==> config.mk <==
export PLATFORM = sky130hd
export DESIGN_NAME = store_merge_unit_flat
export DESIGN_NICKNAME = d
export VERILOG_FILES = /design/src/rtl/store_merge_unit_if.sv /design/src/rtl/store_merge_unit.sv /design/src/flat_wrapper.sv
export SDC_FILE = /design/constraint.sdc
export NUM_CORES = 1
export LEC_CHECK = 0
export CELL_PAD_IN_SITES_DETAIL_PLACEMENT = 1
export CELL_PAD_IN_SITES_GLOBAL_PLACEMENT = 1
export CORE_AREA = 10 10 141 143
export DETAILED_ROUTE_END_ITERATION = 7
export DIE_AREA = 0 0 151 153
export DONT_BUFFER_PORTS = 1
export PLACE_DENSITY = 0.48
export REMOVE_ABC_BUFFERS = 1
export SETUP_SLACK_MARGIN = 0.2
export SYNTH_ARGS = -nofsm -noshare
export SYNTH_HDL_FRONTEND = slang
export SYNTH_SLANG_ARGS = --single-unit
==> constraint.sdc <==
create_clock -name Clk -period 1.2 [get_ports Clk]
set_input_delay 0.12 -clock Clk [delete_from_list [all_inputs] [get_ports Clk]]
set_output_delay 0.12 -clock Clk [all_outputs]
set_load 0.05 [all_outputs]
==> src/rtl/store_merge_unit_if.sv <==
// ---------------------------------------------------------------------------
// store_merge_unit_if
//  Bundles the pipeline-side store request handshake and the data-memory
//  port of store_merge_unit.
//  slave  : the store merge unit's view (accepts requests, drives memory)
//  master : the pipeline/memory environment's view
// Signals
//  req_valid/req_ready      store request handshake
//  req_addr/req_size/req_data  byte address, size code (00 b, 01 h, 10 w), data
//  mem_addr                 word address to data memory
//  mem_rd_en/mem_rdata      read strobe, data returned one cycle later
//  mem_wr_en/mem_wdata      write strobe and full word to write
//  done/misalign            completion pulse, rejection flag valid with done
// ---------------------------------------------------------------------------
interface store_merge_unit_if #(
    parameter int ADDR_W = 32
);
    logic              req_valid;
    logic              req_ready;
    logic [ADDR_W-1:0] req_addr;
    logic [1:0]        req_size;
    logic [31:0]       req_data;
    logic [ADDR_W-3:0] mem_addr;
    logic              mem_rd_en;
    logic [31:0]       mem_rdata;
    logic              mem_wr_en;
    logic [31:0]       mem_wdata;
    logic              done;
    logic              misalign;

    modport slave (
        input  req_valid, req_addr, req_size, req_data, mem_rdata,
        output req_ready, mem_addr, mem_rd_en, mem_wr_en, mem_wdata, done, misalign
    );

    modport master (
        output req_valid, req_addr, req_size, req_data, mem_rdata,
        input  req_ready, mem_addr, mem_rd_en, mem_wr_en, mem_wdata, done, misalign
    );
endinterface

==> src/rtl/store_merge_unit.sv <==
// ---------------------------------------------------------------------------
// store_merge_unit
//  MEM-stage store path into word-addressed data memory. Word stores are
//  written directly; byte/half stores read the target word, replace one lane
//  and write it back. Misaligned or illegal requests finish with misalign
//  and never touch memory.
// Ports
//  Clk    system clock, rising edge
//  Reset  synchronous, active-high; aborts any store in flight
//  bus    store_merge_unit_if.slave (request handshake + memory port)
//
//  state  | meaning
//  -------+-----------------------------------------------------------
//  IDLE   | ready for a request
//  RD     | read strobe to target word is on the bus
//  WAIT   | read data returns; merge the new lane into it
//  WR     | write strobe + done pulse
//  ERR    | done + misalign pulse, no memory access
// ---------------------------------------------------------------------------
module store_merge_unit #(
    parameter int ADDR_W = 32
) (
    input  logic                  Clk,
    input  logic                  Reset,
    store_merge_unit_if.slave     bus
);

    localparam logic [2:0] S_IDLE = 3'd0;
    localparam logic [2:0] S_RD   = 3'd1;
    localparam logic [2:0] S_WAIT = 3'd2;
    localparam logic [2:0] S_WR   = 3'd3;
    localparam logic [2:0] S_ERR  = 3'd4;

    localparam logic [1:0] SZ_BYTE = 2'b00;
    localparam logic [1:0] SZ_HALF = 2'b01;
    localparam logic [1:0] SZ_WORD = 2'b10;

    logic [2:0]        state;
    logic [ADDR_W-3:0] mem_addr_q;
    logic [31:0]       mem_wdata_q;
    logic              mem_rd_en_q;
    logic              mem_wr_en_q;
    logic              done_q;
    logic              misalign_q;

    // Only the lane select, byte/half choice and low data bits are needed
    // after acceptance; the word address already lives in mem_addr_q.
    logic [1:0]        lane_q;
    logic              is_byte_q;
    logic [15:0]       lane_data_q;

    logic              illegal;
    logic [31:0]       merged;

    always_comb begin
        illegal = 1'b0;
        case (bus.req_size)
            SZ_BYTE: illegal = 1'b0;
            SZ_HALF: illegal = bus.req_addr[0];
            SZ_WORD: illegal = (bus.req_addr[1:0] != 2'b00);
            default: illegal = 1'b1;
        endcase
    end

    always_comb begin
        merged = bus.mem_rdata;
        if (is_byte_q) begin
            case (lane_q)
                2'd0:    merged[7:0]   = lane_data_q[7:0];
                2'd1:    merged[15:8]  = lane_data_q[7:0];
                2'd2:    merged[23:16] = lane_data_q[7:0];
                default: merged[31:24] = lane_data_q[7:0];
            endcase
        end else if (lane_q[1]) begin
            merged[31:16] = lane_data_q;
        end else begin
            merged[15:0] = lane_data_q;
        end
    end

    always_ff @(posedge Clk) begin
        if (Reset) begin
            state       <= S_IDLE;
            mem_addr_q  <= '0;
            mem_wdata_q <= '0;
            mem_rd_en_q <= 1'b0;
            mem_wr_en_q <= 1'b0;
            done_q      <= 1'b0;
            misalign_q  <= 1'b0;
            lane_q      <= '0;
            is_byte_q   <= 1'b0;
            lane_data_q <= '0;
        end else begin
            // Strobes are single-cycle; each state re-asserts what it needs.
            mem_rd_en_q <= 1'b0;
            mem_wr_en_q <= 1'b0;
            done_q      <= 1'b0;
            misalign_q  <= 1'b0;
            case (state)
                S_IDLE: begin
                    if (bus.req_valid) begin
                        lane_q      <= bus.req_addr[1:0];
                        is_byte_q   <= (bus.req_size == SZ_BYTE);
                        lane_data_q <= bus.req_data[15:0];
                        if (illegal) begin
                            state      <= S_ERR;
                            done_q     <= 1'b1;
                            misalign_q <= 1'b1;
                        end else if (bus.req_size == SZ_WORD) begin
                            state       <= S_WR;
                            mem_addr_q  <= bus.req_addr[ADDR_W-1:2];
                            mem_wdata_q <= bus.req_data;
                            mem_wr_en_q <= 1'b1;
                            done_q      <= 1'b1;
                        end else begin
                            state       <= S_RD;
                            mem_addr_q  <= bus.req_addr[ADDR_W-1:2];
                            mem_rd_en_q <= 1'b1;
                        end
                    end
                end
                S_RD: state <= S_WAIT;
                S_WAIT: begin
                    // mem_addr_q still points at the word that was read.
                    state       <= S_WR;
                    mem_wdata_q <= merged;
                    mem_wr_en_q <= 1'b1;
                    done_q      <= 1'b1;
                end
                S_WR:    state <= S_IDLE;
                S_ERR:   state <= S_IDLE;
                default: state <= S_IDLE;
            endcase
        end
    end

    assign bus.req_ready = (state == S_IDLE) && !Reset;
    assign bus.mem_addr  = mem_addr_q;
    assign bus.mem_wdata = mem_wdata_q;
    assign bus.mem_rd_en = mem_rd_en_q;
    assign bus.mem_wr_en = mem_wr_en_q;
    assign bus.done      = done_q;
    assign bus.misalign  = misalign_q;

endmodule

==> src/flat_wrapper.sv <==
// flat-port wrapper written by rule: the top's interface ports become plain ports
module store_merge_unit_flat 
#(
    parameter int ADDR_W = 32
)
  (Clk, Reset, bus_req_valid, bus_req_addr, bus_req_size, bus_req_data, bus_mem_rdata, bus_req_ready, bus_mem_addr, bus_mem_rd_en, bus_mem_wr_en, bus_mem_wdata, bus_done, bus_misalign);
  store_merge_unit_if #(.ADDR_W(ADDR_W)) bus_i ();
  input  logic Clk;
  input  logic Reset;
  input wire logic [$bits(bus_i.req_valid)-1:0] bus_req_valid;
  input wire logic [$bits(bus_i.req_addr)-1:0] bus_req_addr;
  input wire logic [$bits(bus_i.req_size)-1:0] bus_req_size;
  input wire logic [$bits(bus_i.req_data)-1:0] bus_req_data;
  input wire logic [$bits(bus_i.mem_rdata)-1:0] bus_mem_rdata;
  output wire logic [$bits(bus_i.req_ready)-1:0] bus_req_ready;
  output wire logic [$bits(bus_i.mem_addr)-1:0] bus_mem_addr;
  output wire logic [$bits(bus_i.mem_rd_en)-1:0] bus_mem_rd_en;
  output wire logic [$bits(bus_i.mem_wr_en)-1:0] bus_mem_wr_en;
  output wire logic [$bits(bus_i.mem_wdata)-1:0] bus_mem_wdata;
  output wire logic [$bits(bus_i.done)-1:0] bus_done;
  output wire logic [$bits(bus_i.misalign)-1:0] bus_misalign;
  assign bus_i.req_valid = bus_req_valid;
  assign bus_i.req_addr = bus_req_addr;
  assign bus_i.req_size = bus_req_size;
  assign bus_i.req_data = bus_req_data;
  assign bus_i.mem_rdata = bus_mem_rdata;
  assign bus_req_ready = bus_i.req_ready;
  assign bus_mem_addr = bus_i.mem_addr;
  assign bus_mem_rd_en = bus_i.mem_rd_en;
  assign bus_mem_wr_en = bus_i.mem_wr_en;
  assign bus_mem_wdata = bus_i.mem_wdata;
  assign bus_done = bus_i.done;
  assign bus_misalign = bus_i.misalign;
  store_merge_unit #(.ADDR_W(ADDR_W)) u_core (.Clk(Clk), .Reset(Reset), .bus(bus_i));
endmodule
# ---- After elaboration in Yosys (flattened, before gate mapping)
# Index checks and enable logic that the tools add are counted.
dict set report totals {
  regBits 88
  wordCells 60
}
dict set report op_classes {
  n_eq_ne 9
  muxes 25
  bitwise 3
  n_reduce_logical 13
}
# operator n
set op_table {}
lappend op_table {{$mux 32} 4}
lappend op_table {{$pmux 32 s2} 1}
lappend op_table {{$mux 16} 2}
lappend op_table {{$mux 8} 4}
lappend op_table {{$pmux 3 s3} 1}
lappend op_table {{$mux 1} 7}
lappend op_table {{$mux 3} 2}
lappend op_table {{$reduce_or 3->1} 2}
lappend op_table {{$eq 2x1->1 const B} 2}
lappend op_table {{$eq 2x2->1 const B} 2}
lappend op_table {{$logic_not 2->1} 2}
lappend op_table {{$ne 2x2->1 const B} 2}
lappend op_table {{$pmux 1 s2} 2}
lappend op_table {{$reduce_and 4->1} 1}
lappend op_table {{$reduce_bool 2->1} 2}
lappend op_table {{$reduce_or 4->1} 1}
lappend op_table {{$eq 3x1->1 const B} 1}
lappend op_table {{$eq 3x2->1 const B} 1}
lappend op_table {{$logic_not 3->1} 1}
lappend op_table {{$not 1->1} 3}
lappend op_table {{$pmux 1 s3} 1}
lappend op_table {{$reduce_and 3->1} 1}
lappend op_table {{$mux 2} 1}
lappend op_table {{$ne 2x1->1 const B} 1}
lappend op_table {{other kinds (3)} 3}

# ---- Depth between registers and ports, before layout
dict set report logic_depth {
  ltp_word 5
  depth_mapped 7
  depth_no_buf 4
}

# ---- Worst setup path before layout
# OpenSTA, ideal clock, no wires.
dict set report synth_path {
  path_type {reg2out}
  from {register u_core.state[2]}
  to {output bus_req_ready}
  arrival_time_ns 1.406
  slack_ns -0.326
  stages_incl_launch_ff 3
  cell_sequence {dfxtp_1 > or3_1 > nor2_1}
}
dict set report synth_via {
  elab_chain_cells 2
}
# item line
set synth_rtl {}
lappend synth_rtl {{start, declared} store_merge_unit.sv:38} ;# logic [2:0] state;
lappend synth_rtl {{start signal, assigned} store_merge_unit.sv:83} ;# state <= S_IDLE;
lappend synth_rtl {{start signal, assigned} store_merge_unit.sv:106} ;# state <= S_ERR;
lappend synth_rtl {{start signal, assigned} store_merge_unit.sv:110} ;# state <= S_WR;
lappend synth_rtl {{$logic_not 3->1} store_merge_unit.sv:137} ;# assign bus.req_ready = (state == S_IDLE) && !Reset;
lappend synth_rtl {{$logic_and 1x1->1} store_merge_unit.sv:137}
lappend synth_rtl {{end, declared} flat_wrapper.sv:15} ;# output wire logic [$bits(bus_i.req_ready)-1:0] bus_req_ready;
# No other way between the ends.

# ---- Worst setup path after layout
dict set report layout_path {
  from {register u_core.state[0]}
  to {register u_core.mem_addr_q[6] (netlist: u_core.bus.mem_addr[6])}
}
dict set report layout_via {
  elab_chain_cells 2
}
# item line
set layout_rtl {}
lappend layout_rtl {{$logic_not 3->1} store_merge_unit.sv:99} ;# case (state)
lappend layout_rtl {{$reduce_and 3->1 (no line)} n/a}
lappend layout_rtl {{end signal, assigned} store_merge_unit.sv:111} ;# mem_addr_q <= bus.req_addr[ADDR_W-1:2];
lappend layout_rtl {{end signal, assigned} store_merge_unit.sv:117} ;# mem_addr_q <= bus.req_addr[ADDR_W-1:2];
lappend layout_rtl {{end, declared} store_merge_unit.sv:39} ;# logic [ADDR_W-3:0] mem_addr_q;
# No other way between the ends.
# A chain may end at the register's enable or synchronous reset.

==> out/results.txt <==
Syn-to-layout area delta - 73.4%
CP Class - reg2reg
Hold Crit Class - in2reg
Clock Latency Late Sink - 0.34 ns
TritonCTS Buffers - 9
Die W - 151 um
CP Max Fanout - 7
Placeable Area - 17100 um2
Setup Total Neg Slack - -20.25 ns
Max Freq - 667 MHz
Static Leakage - 2.84 nW
Max Cap Viol - 0
Tmin final - 1.50 ns
Vias/cell - 4.80
RSZ-0062 raised after global routing - true
Slew Limit Fails - 0
Net count reported at finish - 707
Hold Slack - -0.169 ns
Num ports - 168
Worst Path Arrival - 1.74 ns
Async set-reset flop share out of synthesis - 0%
Fill cells - 1870
Critical path, cell by cell - nor4b_4 > buf_4 > nand3_4 > clkbuf_16 > nand2_2 > a21oi_2
Root Driver - clkbuf_16
Depth of the CTS H-tree - 3
Clk slew on worst S/H paths - 0.06 ns
Multi-input logic area - 2400 um2
Seq/Total Area, Yosys - 43.6%
Post-Syn Area - 4040 um2
Cell Rows - 48
Cell Pwr Density - 1190 nW/um2
Post-route non-filler standard cell count - 836
Initial Util - 23.7%
WP data required - 1.44 ns
Final Hold Vio Count - 54
EDFF count, synth - 0
GP Congestion - 0.750
Endpoint type of the worst setup path - flop
Family with the most delay on the worst path - simple AND/OR/NAND/NOR gates
Cells after synthesis - 462
Avg Inst Size Synth - 8.74 um2
CTS tree - yes
Final Worst Setup Slack - -0.299 ns
Slew headroom - 78.0%
Dpl hpwl - 11200 um
Initial antenna violation count - 1
Dpl ws - -0.267 ns
Period utilisation layout - 125%
Crit path max-delay cell type - dfxtp_4
Routed WL per cell - 21.3 um
Outcome - complete, but fails checks
Clk buf depth - 2
Layout cells sized above 1 - 46.9%
Critical path launch point type - flop
Register area - 1880 um2
Die height - 153 um
Clock sinks - 88
# hold bufs at CTS - 49
Iter 0 DRT Violations - 151
Placed Instances - 740
First-pass detailed-route iteration total - 4
Synth top area cells - dfxtp_1 (44%), mux2i_1 (12%), nand2_1 (9.3%)
Global-route wire length before repair - 26000 um
Top FF cell, synth - dfxtp_1
Largest stage delay on the critical path - 0.36 ns
#FFs+latches synth - 88
Violated checks - negative hold slack, negative setup slack
Total Die Area - 23100 um2
Total design power - 8.35 mW
Final ANT Viol Nets - 0
Netlist cell types - 39
Synthesis Warnings - 0
Slew @ Worst Pin - 0.327 ns
Vias in the first global route - 4395
PortBufs - 0
Setup violators final - 87
Clock skew - 0.00820 ns
Drt total wl - 17800 um
Total number of vias - 4009
Yosys top cell by area - dfxtp_1
Remaining Overflow, GRT - 0
Share of Yosys cell area claimed by the top area cell type - 43.6%
R2R setup slack - -0.30 ns
Max VDD drop - 0.000863 V
Gr usage total - 14.4%
Drt drc - 0
Largest net degree at the start of global routing - 58
Worst path buffer plus inverter count - 2
[final cells by class]
class,count,area share [%]
Antenna cell,1,0.0357
Clock buffer,11,3.61
Clock inverter,4,0.286
Multi-Input combinational cell,334,34.3
Sequential cell,88,26.8
Tap cell,225,4.02
Timing Repair Buffer,173,31.0
[cells in the final DEF, fill, tap and decap left out, drive strengths merged, types with 2 or more instances in the layout]
cell,n
a211o,7
a21o,2
a21oi,52
and2,2
buf,120
clkbuf,15
clkinv,4
dfxtp,88
dlygate4sd3,49
mux2i,48
nand2,100
nand2b,8
nand3,3
nand3b,8
nor2,15
nor3,4
nor3b,8
nor4b,2
o2111ai,8
o21ai,35
o22ai,23
or3,2
[where the power goes]
part,total (mW),switching [mW],internal (mW)
Clock,2.65,1.16,1.49
Sequential,3.35,0.225,3.12
Combinational,2.35,1.26,1.08
Total,8.35,2.65,5.70
[metal layers]
layer  wire length (um)  part of all wire, %  track usage (%)  up-vias
li1                   -                    -                -     1918
met4                196                  1.1             3.58        0
met5                  0                    0                0        -
met2               8920                   50             24.6      130
met1               7020                   39             15.9     1945
met3               1670                  9.4             6.44       16
[registers in the layout (all words and copies together) (netlist names)]
| signal | count |
|---|---|
| u_core.bus.done | 1 |
| u_core.bus.mem_addr | 30 |
| u_core.bus.mem_rd_en | 1 |
| u_core.bus.mem_wdata | 32 |
| u_core.bus.mem_wr_en | 1 |
| u_core.bus.misalign | 1 |
| u_core.is_byte_q | 1 |
| u_core.lane_data_q | 16 |
| u_core.lane_q | 2 |
| u_core.state | 3 |
[per-stage QoR]
stage / cell area (um2) / utilization [%]
floorplan: 3740 / -
global placement: 4840 / 28.4
detailed placement: 4840 / 28.4
CTS: 6340 / 37.2
global route: 7000 / 41.1
finish: 7000 / 41.1
[what timing repair did]
item / 4_1_cts / 5_1_grt
gates resized for setup: 162 / 143
gates cloned: 7 / 5
setup buffers: 11 / 8
setup endpoints to repair: 152 / 123
pin swaps: 29 / 34
hold endpoints to repair: 88 / 54
[final timing paths]
path / from / endpoint / cells after the start
worst max-delay path: u_core.state[0] / u_core.bus.mem_addr[6] / 6
worst min-delay path: Reset / u_core.bus.mem_addr[21] / 1
worst max register to register: u_core.state[0] / u_core.bus.mem_addr[6] / 6
worst min register to register: u_core.lane_data_q[15] / u_core.lane_data_q[15] / 2
[kinds of logic after synthesis]
family                 share of synthesized area [%]
AO/OA/AOI/OAI                                   18.8
XOR/XNOR                                       0.217
buffers and inverters                           7.31
flip-flops                                      43.6
multiplexers                                    11.9
AND/OR/NAND/NOR                                 18.1
[cell usage after synthesis, drive strengths merged, types with 2 or more instances]
cell type and number:
nand3b 8, a211o 7, clkbuf 14, a21oi 52, nor3 4, or3 2
dfxtp 88, o21ai 35, a21o 2, and2 2, nor3b 8, o2111ai 8
o22ai 23, buf 26, nand2 100, nand3 3, mux2i 48, nor4b 2
nor2 15, nand2b 8
No activity file was read; power rests on OpenSTA's default activity.
==> RTL change (config.mk and constraints unchanged) <==
`ADDR_W` is set to 32 in 3 places; all go to 16.
--- a/src/rtl/store_merge_unit_if.sv
+++ b/src/rtl/store_merge_unit_if.sv
@@ -14,5 +14,5 @@
 // ---------------------------------------------------------------------------
 interface store_merge_unit_if #(
-    parameter int ADDR_W = 32
+    parameter int ADDR_W = 16
 );
     logic              req_valid;
--- a/src/rtl/store_merge_unit.sv
+++ b/src/rtl/store_merge_unit.sv
@@ -19,5 +19,5 @@
 // ---------------------------------------------------------------------------
 module store_merge_unit #(
-    parameter int ADDR_W = 32
+    parameter int ADDR_W = 16
 ) (
     input  logic                  Clk,
--- a/src/flat_wrapper.sv
+++ b/src/flat_wrapper.sv
@@ -2,5 +2,5 @@
 module store_merge_unit_flat 
 #(
-    parameter int ADDR_W = 32
+    parameter int ADDR_W = 16
 )
   (Clk, Reset, bus_req_valid, bus_req_addr, bus_req_size, bus_req_data, bus_mem_rdata, bus_req_ready, bus_mem_addr, bus_mem_rd_en, bus_mem_wr_en, bus_mem_wdata, bus_done, bus_misalign);
Ports: changed (resized bus_mem_addr and bus_req_addr); port bits go from 168 to 136. No check against the original RTL was run, so the function may have changed too.
==> RTL change against the original RTL <==
The flow still finishes with violations (negative hold slack, negative setup slack); sequential cell count is 16 lower; area after synthesis is 16% lower; critical path depth is 3 lower; count of clock-buffer cells in the layout is 2 higher; final area is 23% lower; die area stayed put; fmax is 2.7% higher; register-to-register slack better by 0.06 ns; routed wire length is 22% lower; worst setup slack better by 0.039 ns; total power is 13% lower; largest cell class unchanged; highest routed layer unchanged.
==> RTL change: results (changes against the original RTL) <==
Status -> finished with violations
Failing checks -> negative hold slack, negative setup slack
Skew-Pair Late Insertion Delay -> 0.34 ns (about the same)
Cell variety after synth -> 33 (-15%)
Crit path DAT -> 1.34 ns (-0.40 ns)
Critical Path Slowest Stage Cell -> or3_4
Final Skew -> 0.00245 ns (-0.00575 ns)
All-layer global routing usage -> 0.122 (-0.0225)
TritonCTS Buffers -> 9 (unchanged)
ANT nets after route -> 0 (unchanged)
RR Startpoint -> u_core.state[2]
Routed via count -> 3249 (-19%)
Synth Flop Type -> dfxtp_1
CTS clk-pin slew, worst paths -> 0.06 ns (about the same)
Net Sw Frac -> 0.297 (-0.0202)
R2r worst-path depth -> 5 (-1)
Pre-CTS setup slack -> -0.306 ns (-0.0395 ns)
Crit-path max cell delay -> 0.39 ns (+0.03 ns)
Diode count -> 0 (-1)
Fin cells -> 720 (-14%)
GP Congestion -> 0.757 (+0.93%)
DR iter-0 viols -> 62 (-59%)
Deepest clock path buffer count -> 2 (unchanged)
Max reg flops -> 32 (unchanged)
Final Hold Fails -> 38 (-30%)
Vias in the first global route -> 3660 (-17%)
Fraction of final layout cells sized beyond drive strength 1 -> 0.337 (-0.131)
LEAKAGE -> 2.34 nW (-18%)
# port buffers -> 0 (unchanged)
Placed insts -> 652 (-12%)
Maximum number of pins on one net before global-route repair -> 42 (-28%)
Final Setup Violations -> 67 (-23%)
Hold buffer count at cts -> 47 (-4.1%)
Worst setup margin -> -0.260 ns (+0.0392 ns)
Top Family by Delay on Critical Path -> simple AND/OR/NAND/NOR gates
Synthesized area per cell -> 8.99 um2 (+2.9%)
Hold Slack -> -0.163 ns (+0.00620 ns)
Max H-tree Level -> 3 (unchanged)
NumNets Final -> 575 (-19%)
Drt first pass iters -> 4 (unchanged)
Crit Path Max Fanout -> 5 (-2)
Detail Placement HPWL -> 10000 um (-10%)
Slew @ Worst Pin -> 0.383 ns (+0.0560 ns)
Average wire per standard cell -> 19.4 um (-9.0%)
Fraction of registers with async set or reset after synthesis -> 0 (unchanged)
First-pass GRT wire length -> 21500 um (-17%)
Yosys warnings -> 0 (unchanged)
Largest cells by area after synthesis -> dfxtp_1 (43%), mux2i_1 (18%), o21ai_0 (5.2%)
Synth cell count leaders -> dfxtp_1 (72), mux2i_1 (62), nand2_1 (40), o21ai_0 (35), nor2_1 (29)
Sequential fraction of the synthesis area -> 0.427 (-0.00886)
Initial antenna violation count -> 0 (-1)
Critical Path Sink -> bus_req_ready
RR Endpoint -> u_core.bus.mem_addr[2]
Cell Area, Placed -> 0.00422 mm2 (-13%)
Worst VDD drop -> 667 uV (-23%)
Setup crit start -> u_core.state[0]
R2R setup slack -> -0.24 ns (+0.06 ns)
## RTL change: stage by stage
step	hold WS, ns	TNS [ns]
2_1_floorplan	0.189	-48.61
3_3_place_gp	0.201	-9.01
3_5_place_dp	0.202	-10.77
4_1_cts	-0.175	-9.47
5_1_grt	-0.177	-15.09
6_report	-0.163	-9.19
## RTL change: per-layer routing
metal / track usage / vias to the layer above / wire length [um]
met4: 0.0376 / 0 / 180
met2: 0.204 / 105 / 6820
li1: - / 1581 / -
met5: 0 / - / 0
met3: 0.0635 / 14 / 1450
met1: 0.129 / 1549 / 5510
## RTL change: worst min-delay path by stage
stage | endpoint | slack, ns | cells past startpoint | start
final | u_core.bus.mem_addr[0] | -0.16 | 1 | Reset
after detailed placement | u_core.lane_data_q[14] | 0.20 | 1 | Reset
after floorplan | u_core.is_byte_q | 0.19 | 1 | Reset
after global placement | u_core.bus.mem_addr[6] | 0.20 | 1 | Reset
after CTS | u_core.bus.mem_addr[6] | -0.17 | 1 | Reset
after global routing | u_core.bus.mem_addr[2] | -0.18 | 1 | Reset
## RTL change: logic make-up (layout without fill, tap and decap cells)
group	count (synthesis)	in the layout	share of synthesized area
buf+inv	32	152	0.0442
simple gates	108	108	0.163
compound gates	100	100	0.179
mux	62	62	0.184
flops	72	72	0.427
xor+xnor	1	1	0.00260
## RTL change: final cells by class
class,count,area [um2]
tap,225,282
sequential,72,1510
clock buffer,13,260
fill,1904,11700
clock inverter,3,40.0
timing repair buffer,136,1480
multi-input combinational,271,1830
## RTL change: repair_timing
action                                  CTS  global route
cloned                                    2             0
endpoints found under the setup margin  123            99
resized for setup                        88            35
pin swaps                                 6             6
setup buffers                             2             1
hold endpoints to repair                 71            38
## RTL change: power groups by stage
stage	combinational, mW	clock (mW)	sequential [mW]
2_1_floorplan	0.527	0	3.08
3_3_place_gp	1.40	0	2.76
3_5_place_dp	1.43	0	2.77
4_1_cts	1.75	2.88	2.74
5_1_grt	1.88	2.97	2.78
6_report	1.75	2.76	2.75
